<file path="src/rtl/bram_read_streamer.sv">
// -----------------------------------------------------------------------------
// bram_read_streamer
//
// Reads num_cnt_i consecutive BRAM words starting at address 0 and presents
// them on a valid/ready stream. Reads are only issued while the output FIFO
// has room for every word already in flight, so the BRAM's fixed read latency
// can never overflow the buffer and back-pressure never drops data.
//
// Ports:
//   clk, reset_n           clock, asynchronous active-low reset
//   start_i, num_cnt_i     start pulse (IDLE only) and word count 0..2^AWIDTH
//   idle_o, running_o      state flags (IDLE / RUN)
//   done_o                 one-cycle pulse when the sweep has been consumed
//   addr_o, ce_o, we_o     BRAM read port (we_o tied low)
//   q_i                    BRAM read data, valid RD_LAT cycles after ce_o
//   m_valid_o, m_ready_i   output stream handshake
//   m_data_o               output word (FIFO head, 0 when empty)
// -----------------------------------------------------------------------------
module bram_read_streamer #(
   parameter int AWIDTH     = 8,
   parameter int DWIDTH     = 32,
   parameter int RD_LAT     = 1,
   parameter int FIFO_DEPTH = 4
) (
   input  logic              clk,
   input  logic              reset_n,
   input  logic              start_i,
   input  logic [AWIDTH:0]   num_cnt_i,
   output logic              idle_o,
   output logic              running_o,
   output logic              done_o,
   output logic [AWIDTH-1:0] addr_o,
   output logic              ce_o,
   output logic              we_o,
   input  logic [DWIDTH-1:0] q_i,
   output logic              m_valid_o,
   input  logic              m_ready_i,
   output logic [DWIDTH-1:0] m_data_o
);

   localparam int PW   = $clog2(FIFO_DEPTH);
   localparam int CNTW = PW + 1;
   localparam logic [CNTW:0] DEPTH_W = (CNTW+1)'(FIFO_DEPTH);

   typedef enum logic [1:0] {
      S_IDLE = 2'd0,
      S_RUN  = 2'd1,
      S_DONE = 2'd2
   } state_t;

   state_t              state_reg;
   logic [AWIDTH:0]     num_reg;
   logic [AWIDTH:0]     issued_reg;
   logic [AWIDTH:0]     accepted_reg;
   logic [RD_LAT-1:0]   lat_sr_reg;
   logic [DWIDTH-1:0]   fifo_mem [FIFO_DEPTH];
   logic [PW-1:0]       wr_ptr_reg;
   logic [PW-1:0]       rd_ptr_reg;
   logic [CNTW-1:0]     count_reg;

   logic [CNTW-1:0]     inflight;
   logic [CNTW:0]       occupancy;
   logic                credit_ok;
   logic                push;
   logic                pop;

   // Words already requested from the BRAM but not yet written to the FIFO.
   always_comb begin
      inflight = '0;
      for (int i = 0; i < RD_LAT; i++) begin
         inflight = inflight + CNTW'(lat_sr_reg[i]);
      end
   end

   // A read may only be issued if the FIFO can absorb it together with every
   // read still travelling through the BRAM pipeline.
   assign occupancy = {1'b0, count_reg} + {1'b0, inflight};
   assign credit_ok = (occupancy < DEPTH_W);

   assign ce_o      = (state_reg == S_RUN) && (issued_reg < num_reg) && credit_ok;
   assign addr_o    = issued_reg[AWIDTH-1:0];
   assign we_o      = 1'b0;

   assign push      = lat_sr_reg[RD_LAT-1];
   assign m_valid_o = (count_reg != '0);
   assign pop       = m_valid_o && m_ready_i;
   assign m_data_o  = m_valid_o ? fifo_mem[rd_ptr_reg] : '0;

   // Read-latency tracker: one bit per pipeline stage, the tail marks the
   // cycle in which q_i carries a requested word.
   generate
      for (genvar gi = 0; gi < RD_LAT; gi++) begin : g_lat
         if (gi == 0) begin : g_head
            always_ff @(posedge clk or negedge reset_n) begin
               if (!reset_n) lat_sr_reg[gi] <= 1'b0;
               else          lat_sr_reg[gi] <= ce_o;
            end
         end else begin : g_stage
            always_ff @(posedge clk or negedge reset_n) begin
               if (!reset_n) lat_sr_reg[gi] <= 1'b0;
               else          lat_sr_reg[gi] <= lat_sr_reg[gi-1];
            end
         end
      end
   endgenerate

   // FIFO storage needs no reset: m_data_o is masked while the FIFO is empty.
   always_ff @(posedge clk) begin
      if (push) fifo_mem[wr_ptr_reg] <= q_i;
   end

   always_ff @(posedge clk or negedge reset_n) begin
      if (!reset_n) begin
         wr_ptr_reg <= '0;
         rd_ptr_reg <= '0;
         count_reg  <= '0;
      end else begin
         if (push) wr_ptr_reg <= wr_ptr_reg + 1'b1;
         if (pop)  rd_ptr_reg <= rd_ptr_reg + 1'b1;
         case ({push, pop})
            2'b10:   count_reg <= count_reg + 1'b1;
            2'b01:   count_reg <= count_reg - 1'b1;
            default: count_reg <= count_reg;
         endcase
      end
   end

   // Control FSM with registered status flags.
   always_ff @(posedge clk or negedge reset_n) begin
      if (!reset_n) begin
         state_reg    <= S_IDLE;
         num_reg      <= '0;
         issued_reg   <= '0;
         accepted_reg <= '0;
         idle_o       <= 1'b1;
         running_o    <= 1'b0;
         done_o       <= 1'b0;
      end else begin
         case (state_reg)
            S_IDLE: begin
               if (start_i) begin
                  num_reg      <= num_cnt_i;
                  issued_reg   <= '0;
                  accepted_reg <= '0;
                  idle_o       <= 1'b0;
                  if (num_cnt_i != '0) begin
                     state_reg <= S_RUN;
                     running_o <= 1'b1;
                  end else begin
                     state_reg <= S_DONE;
                     done_o    <= 1'b1;
                  end
               end
            end
            S_RUN: begin
               if (ce_o) issued_reg   <= issued_reg + 1'b1;
               if (pop)  accepted_reg <= accepted_reg + 1'b1;
               // Registered compare: DONE follows the cycle after the last
               // word was accepted.
               if (accepted_reg == num_reg) begin
                  state_reg <= S_DONE;
                  running_o <= 1'b0;
                  done_o    <= 1'b1;
               end
            end
            S_DONE: begin
               state_reg <= S_IDLE;
               done_o    <= 1'b0;
               idle_o    <= 1'b1;
            end
            default: begin
               state_reg <= S_IDLE;
               running_o <= 1'b0;
               done_o    <= 1'b0;
               idle_o    <= 1'b1;
            end
         endcase
      end
   end

   // The credit rule makes a push into a full FIFO impossible.
   a_no_overflow: assert property (@(posedge clk) disable iff (!reset_n)
      !(push && !pop && (count_reg == CNTW'(FIFO_DEPTH))));

endmodule

</file>
<file path="config.mk">
export PLATFORM = sky130hd
export DESIGN_NAME = bram_read_streamer
export DESIGN_NICKNAME = d
export VERILOG_FILES = /design/src/rtl/bram_read_streamer.sv
export SDC_FILE = /design/constraint.sdc
export NUM_CORES = 1
export LEC_CHECK = 0
export CAP_MARGIN = 20
export CORE_MARGIN = 2
export CORE_UTILIZATION = 57
export CTS_BUF_LIST = sky130_fd_sc_hd__clkbuf_8
export CTS_CLUSTER_DIAMETER = 120
export DETAILED_ROUTE_END_ITERATION = 8
export PLACE_DENSITY = 0.87
export SYNTH_ARGS = -nofsm -noshare
export SYNTH_HDL_FRONTEND = slang
export SYNTH_SLANG_ARGS = --single-unit
</file>
<file path="constraint.sdc">
create_clock -name clk -period 2.3 [get_ports clk]
set_input_delay 0.46 -clock clk [delete_from_list [all_inputs] [get_ports clk]]
set_output_delay 0.46 -clock clk [all_outputs]
set_load 0.01 [all_outputs]
</file>
==> out/metrics.cfg, run 1 <==
[timing]
rsz0062_at_grt=true
fin_setup_tns_ns=-3.23
finalWorstSetupSlack_ns=-0.197
fmax_ghz=0.400
fin_crit_ns=2.50
period_share_pct=109
drv_slew=0
hold_viol=0
finalSetupViolCount=32
fin_worst_skew_ns=0.0117

[global_routing]
antenna_found_initial=0
grt_pass1_wl_mm=23.3
grt_pass1_vias=4429
grt_remaining_overflow=0
grt_max_degree=41
grt.total_usage_pct=23.6

[pwr]
power_frac_clock_pct=18.0
power_mw=12.1
swShare_pct=31.4
p_switching_mw=3.81
powerDensity_nw_per_um2=1320
p_int_mw=8.31
seq_power_share_pct=36.3
power.leakage_nw=3.49
irDropWorstVdd_mv=0.913
combPwrFrac_pct=45.7

[floorplan]
fp.dieArea_um2=13500
placementRows=40
fp.dieH_um=116
core-area_um2=12100
initial_core_util_pct=59.1
io_pins=91
die_x_um=116

[worst_hold_path]
min_to=idle_o
hold_depth=2
worstHoldStart=idle_o
worstHoldPathType=reg2reg

[run_status]
outcome=complete, but fails checks
violations=setup timing

[placement]
dp.final_hpwl_mm=9.27
placed_area_um2=8450
dp.cells=711
pre_cts_ws_ns=-0.0673
routabilityCongestion=0.790
io_buffers=89

[flow_run]
cap_violations=0

[synthesis]
synthMuxAreaShare_pct=10.5
synthDistinctLibCells=47
synthSimpleGateAreaFrac_pct=8.96
synth_area_um2=7150
synth_cells=445
synth_edf_count=128
synth_compound_area_share_pct=4.30
synth_top_family_by_area=multiplexers
async_flop_share_pct=23.8
synth_fp_nets=506
ys_ff_latch=168
synth.avg_cell_area_um2=16.1
ys.flop_type=edfxtp_1
ys_seq_area_share_pct=67.7
yosysWarnings=0
synthAdderAreaFrac_pct=2.90
synth_xor_area_share_pct=2.69

[cts]
path_clk_slew_ns=0.08
clock_path_buffers=2
cts_buffers=17
clock-sinks=168
htree_levels=4
cts_root_buf=clkbuf_8
worstSkewPairLatency_ns=0.45
cts_tree=built

[worst_setup_path]
r2r-end=count_reg[1]
r2r_start=count_reg[1]
critPathArrivalTime_ns=2.04
rrSetupSlack_ns=0.31
crit_path_end_kind=output pin
ff2ff_path_depth=7
start_kind=flip-flop
cp.required_ns=1.84
critPathKind=reg2out
cp_max_fo=6

[drt]
drtIter0Drc=377
via_per_inst=5.61
num_vias=4267
wl_per_cell_um=19.5
dr.pass1.iters=5
drc=0
antenna_left=0
wirelength_mm=14.8

[final_layout]
fin_cells=761
final_cell_mix=edfxtp_1 (128), clkdlybuf4s50_1 (54), dfrtp_1 (38)
drive_above_1_share_pct=32.4
fill_cells=696
design_area_um2=9160
nNetsFinal=641
largest_register_ffs=128
top_register=fifo_mem
antenna_cells=0
layout_commonest_cell=edfxtp_1
multi_input_area_um2=2190
regArea_um2=4850
area.growth.synth_to_final_pct=28.1

-- per-layer routing --
metal / GRT usage (%) / up-vias / part of all wire, %
li1: - / 1925 / -
met4: 9.21 / 0 / 2.4
met3: 4.65 / 27 / 5.6
met1: 31.1 / 2151 / 40
met5: 0 / - / 0
met2: 39.3 / 164 / 52
-- final cells by class --
cell class | count | share of cell area, %
tap | 168 | 2.29
clock buffer | 17 | 2.55
inverter | 17 | 0.697
sequential | 168 | 52.9
timing repair buffer | 141 | 15.6
multi-input combinational | 235 | 23.9
clock inverter | 15 | 1.99
-- repair_timing --
item | CTS | global route
setup endpoints to repair | 34 | 34
buffers inserted | 12 | 6
hold endpoints to repair | 39 | 0
pin swaps | 32 | 5
gates resized for setup | 181 | 16
cloned | 4 | 0
hold buffers | 1 | 0
-- synth_stat cells (all sizes together) (2+ instances only) --
master / instances / area share (%)
nor3b: 2 / 0.28
ha: 15 / 2.6
a21o: 4 / 0.42
mux2: 2 / 0.31
xnor2: 10 / 1.2
buf: 15 / 1.4
nand2: 29 / 1.5
nor2: 16 / 0.87
and4: 2 / 0.24
or2: 4 / 0.35
inv: 17 / 0.89
and3: 2 / 0.17
edfxtp: 128 / 54
nand3: 10 / 0.70
nand4: 6 / 0.52
a31oi: 2 / 0.17
mux4: 32 / 10
clkbuf: 10 / 0.52
nor4: 2 / 0.17
xor2: 12 / 1.5
o21ai: 17 / 1.2
a21oi: 5 / 0.51
dfrtp: 39 / 14
and2: 39 / 3.4
a211oi: 5 / 0.52
nor3: 3 / 0.21
-- stage by stage --
stage | hold slack (ns) | utilization [%]
5_1_grt | 0.519 | 75.6
6_report | 0.492 | 75.6
2_1_floorplan | 0.164 | -
3_5_place_dp | 0.448 | 69.8
4_1_cts | 0.489 | 75.4
3_3_place_gp | 0.445 | 69.8
-- critical path, cell delays in order (launching register included) --
cell	delay, ns
dfrtp_2	0.47
buf_12	0.15
buf_12	0.13
buf_4	0.13
mux4_2	0.44
and2_4	0.16
buf_6	0.11
-- power by group through the flow --
| stage | combinational [mW] | sequential [mW] | clock, mW |
|---|---|---|---|
| after CTS | 5.44 | 4.39 | 2.21 |
| after detailed placement | 4.79 | 4.45 | 0 |
| after global routing | 5.95 | 4.47 | 2.33 |
| after global placement | 4.65 | 4.39 | 0 |
| final | 5.54 | 4.40 | 2.18 |
| after floorplan | 2.74 | 4.34 | 0 |
-- cell families (layout without fill, tap and decap cells) --
group / count (synthesis) / in the layout
buffers and inverters: 42 / 190
and+or+nand+nor: 119 / 119
DFF: 168 / 168
AOI/OAI and AO/OA: 42 / 42
adders and majority gates: 16 / 16
muxes: 35 / 35
other: 1 / 1
xor gates and xnor gates: 22 / 22
-- worst max-delay path by stage --
stage	from	end	slack, ns	cells past startpoint
global route	rd_ptr_reg[0]	m_data_o[23]	-0.26	6
detailed placement	num_reg[8]	ce_o	-0.07	6
finish	rd_ptr_reg[0]	m_data_o[0]	-0.20	6
floorplan	num_reg[8]	ce_o	0.32	5
CTS	rd_ptr_reg[0]	m_data_o[29]	-0.19	6
global placement	num_reg[8]	ce_o	-0.06	6
No activity file was read; power rests on OpenSTA's default activity.
==> run 2, diff against run 1 <==
CORE_UTILIZATION = 35   (was 57)
PLACE_DENSITY = 0.6   (was 0.87)
==> run 2 against run 1 <==
  * The run still ends with setup timing left
  * Critical path depth is the same
  * Core utilization down 30 points
  * Flip-flop and latch count did not move
  * Critical endpoint is now m_data_o[19]
  * Largest cell class unchanged
  * Sequential power down 1%
  * Non-clock buffer count grew 1
  * Final cell count is 13% higher
==> out/metrics.cfg, run 2 (same netlist as run 1, synthesis figures left out) <==
[worst_setup_path]
start_kind=flip-flop
r2r-end=count_reg[2]
crit_path_end_kind=output pin
cp_slowest_stage_delay_ns=0.49  ; +0.02 ns
critPathMostFrequentCell=buf_6
r2r_start=count_reg[1]
critPathArrivalTime_ns=1.99  ; -0.05 ns
cp_max_fo=6  ; unchanged
rrSetupSlack_ns=0.39  ; +0.08 ns
slowest_stage=mux4_2
crit_chain=buf_6, buf_8, buf_12, mux4_2, and2_4, buf_6
critPathKind=reg2out
cp.required_ns=1.84  ; about the same
ff2ff_path_depth=9  ; +2

[pwr]
irDropWorstVdd_mv=0.577  ; -37%
power_mw=11.9  ; -1.9%
power.leakage_nw=3.46  ; -0.71%
powerDensity_nw_per_um2=1290  ; -2.8%

[global_routing]
use_met1_pct=18.0  ; -13 points
grt.total_usage_pct=14.1  ; -9.5 points
grt_remaining_overflow=0  ; unchanged
use_met3_pct=3.39  ; -1.3 points
gr-usage-met2_pct=23.6  ; -16 points
grt_pass1_vias=4380  ; -1.1%
top_usage_layer=met2
grt_pass1_wl_mm=23.3  ; about the same
antenna_found_initial=0  ; unchanged
grt_max_degree=33  ; -20%

[floorplan]
fp.dieH_um=147  ; +27%
io_pins=91  ; unchanged
fp.dieArea_um2=21600  ; +60%
placementRows=52  ; +30%
initial_core_util_pct=35.5  ; -24 points
die_x_um=147  ; +27%
core-area_um2=20200  ; +67%

[timing]
fin_setup_tns_ns=-3.17  ; +0.0629 ns
drv_slew=0  ; unchanged
hold_viol=0  ; unchanged
fmax_ghz=0.408  ; +2.0%
slew-limit-headroom_pct=53.2
finalSetupViolCount=28  ; -13%
fin_worst_skew_ns=0.0174  ; +0.00576 ns
period_share_pct=106  ; -2.1 points
rsz0062_at_grt=true
fin_crit_ns=2.45  ; -0.0480 ns
worst_pin_slew_ns=0.696
finalWorstSetupSlack_ns=-0.149  ; +0.0480 ns

[drt]
wl_per_cell_um=16.6  ; -15%
drc=0  ; unchanged
drtIter0Drc=253  ; -33%
dr.pass1.iters=4  ; -1
antenna_left=0  ; unchanged
via_per_inst=4.82  ; -14%
num_vias=4156  ; -2.6%
wirelength_mm=14.3  ; -3.5%

[final_layout]
design_area_um2=9250  ; +0.97%
fin_cells=863  ; +13%
nNetsFinal=642  ; +0.16%
fill_cells=1770  ; +150%
drive_above_1_share_pct=33.1  ; +0.67 points
area.growth.synth_to_final_pct=29.3
final_cell_mix=edfxtp_1 (128), clkdlybuf4s50_1 (54), buf_4 (37)
layout_commonest_cell=edfxtp_1
largest_register_ffs=128  ; unchanged
antenna_cells=0  ; unchanged
top_register=fifo_mem

[flow_run]
cap_violations=0  ; unchanged

[cts]
htree_levels=4  ; unchanged
clock-sinks=168  ; unchanged
clock_path_buffers=2  ; unchanged
cts_tree=built
cts_buffers=17  ; unchanged
path_clk_slew_ns=0.10  ; +0.02 ns
worstSkewPairLatency_ns=0.45  ; about the same
cts_root_buf=clkbuf_8

[placement]
dp.cells=823  ; +16%
io_buffers=89  ; unchanged
routabilityCongestion=0.794  ; +0.42%
dp.final_hpwl_mm=9.46  ; +2.0%
placed_area_um2=8650  ; +2.4%

[worst_hold_path]
worstHoldPathType=in2async

[run_status]
outcome=complete, but fails checks
violations=setup timing

[run 2: repair_timing]
| action | 4_1_cts | 5_1_grt |
|---|---|---|
| resized for setup | 175 | 26 |
| setup endpoints to repair | 34 | 33 |
| cloned | 2 | 0 |
| pin swaps | 22 | 7 |
| setup buffers | 8 | 2 |
| endpoints found under the hold margin | 7 | 0 |
| hold buffers | 1 | 0 |
[run 2: where the power goes]
part / switching [mW] / internal (mW) / total, mW
Clock: 1.07 / 1.08 / 2.15
Combinational: 2.36 / 3.03 / 5.39
Sequential: 0.312 / 4.04 / 4.35
Total: 3.74 / 8.14 / 11.9
[run 2: worst max-delay path: cells and delay by family, from the launching register on]
family                 cells  cell delay [ns]
flip-flops                 1             0.39
buffers and inverters      4             0.49
multiplexers               1             0.49
AND/OR/NAND/NOR            1             0.18
[run 2: through the flow]
| step | setup slack [ns] | hold WS, ns | utilization [%] |
|---|---|---|---|
| 3_3_place_gp | -0.108 | 0.345 | 42.9 |
| 6_report | -0.149 | 0.385 | 45.9 |
| 5_1_grt | -0.237 | 0.382 | 45.9 |
| 2_1_floorplan | 0.315 | 0.164 | - |
| 4_1_cts | -0.257 | 0.364 | 45.6 |
| 3_5_place_dp | -0.141 | 0.347 | 42.9 |
[run 2: per-layer routing]
metal / share of wire, % / wire [um] / up-vias
met2: 50 / 7170 / 99
met4: 1.7 / 237 / 0
li1: - / - / 1927
met5: 0 / 0 / -
met1: 44 / 6250 / 2113
met3: 4.6 / 659 / 17
[run 2: worst max-delay path by stage]
stage                     slack [ns]      endpoint          start  depth (start not counted)
after floorplan                 0.32          ce_o     num_reg[8]                          5
after CTS                      -0.26          ce_o     num_reg[8]                          6
final                          -0.15  m_data_o[19]  rd_ptr_reg[0]                          6
after detailed placement       -0.14          ce_o     num_reg[8]                          6
after global placement         -0.11          ce_o     num_reg[8]                          6
after global routing           -0.24          ce_o     num_reg[8]                          6
[run 2: area by class of cell]
class / instances / area (um^2) / area share [%]
sequential: 168 / 4850 / 52.4
tap: 270 / 338 / 3.65
multi-input combinational: 235 / 2190 / 23.7
timing repair buffer: 142 / 1400 / 15.2
clock inverter: 14 / 171 / 1.85
inverter: 17 / 63.8 / 0.690
clock buffer: 17 / 234 / 2.53
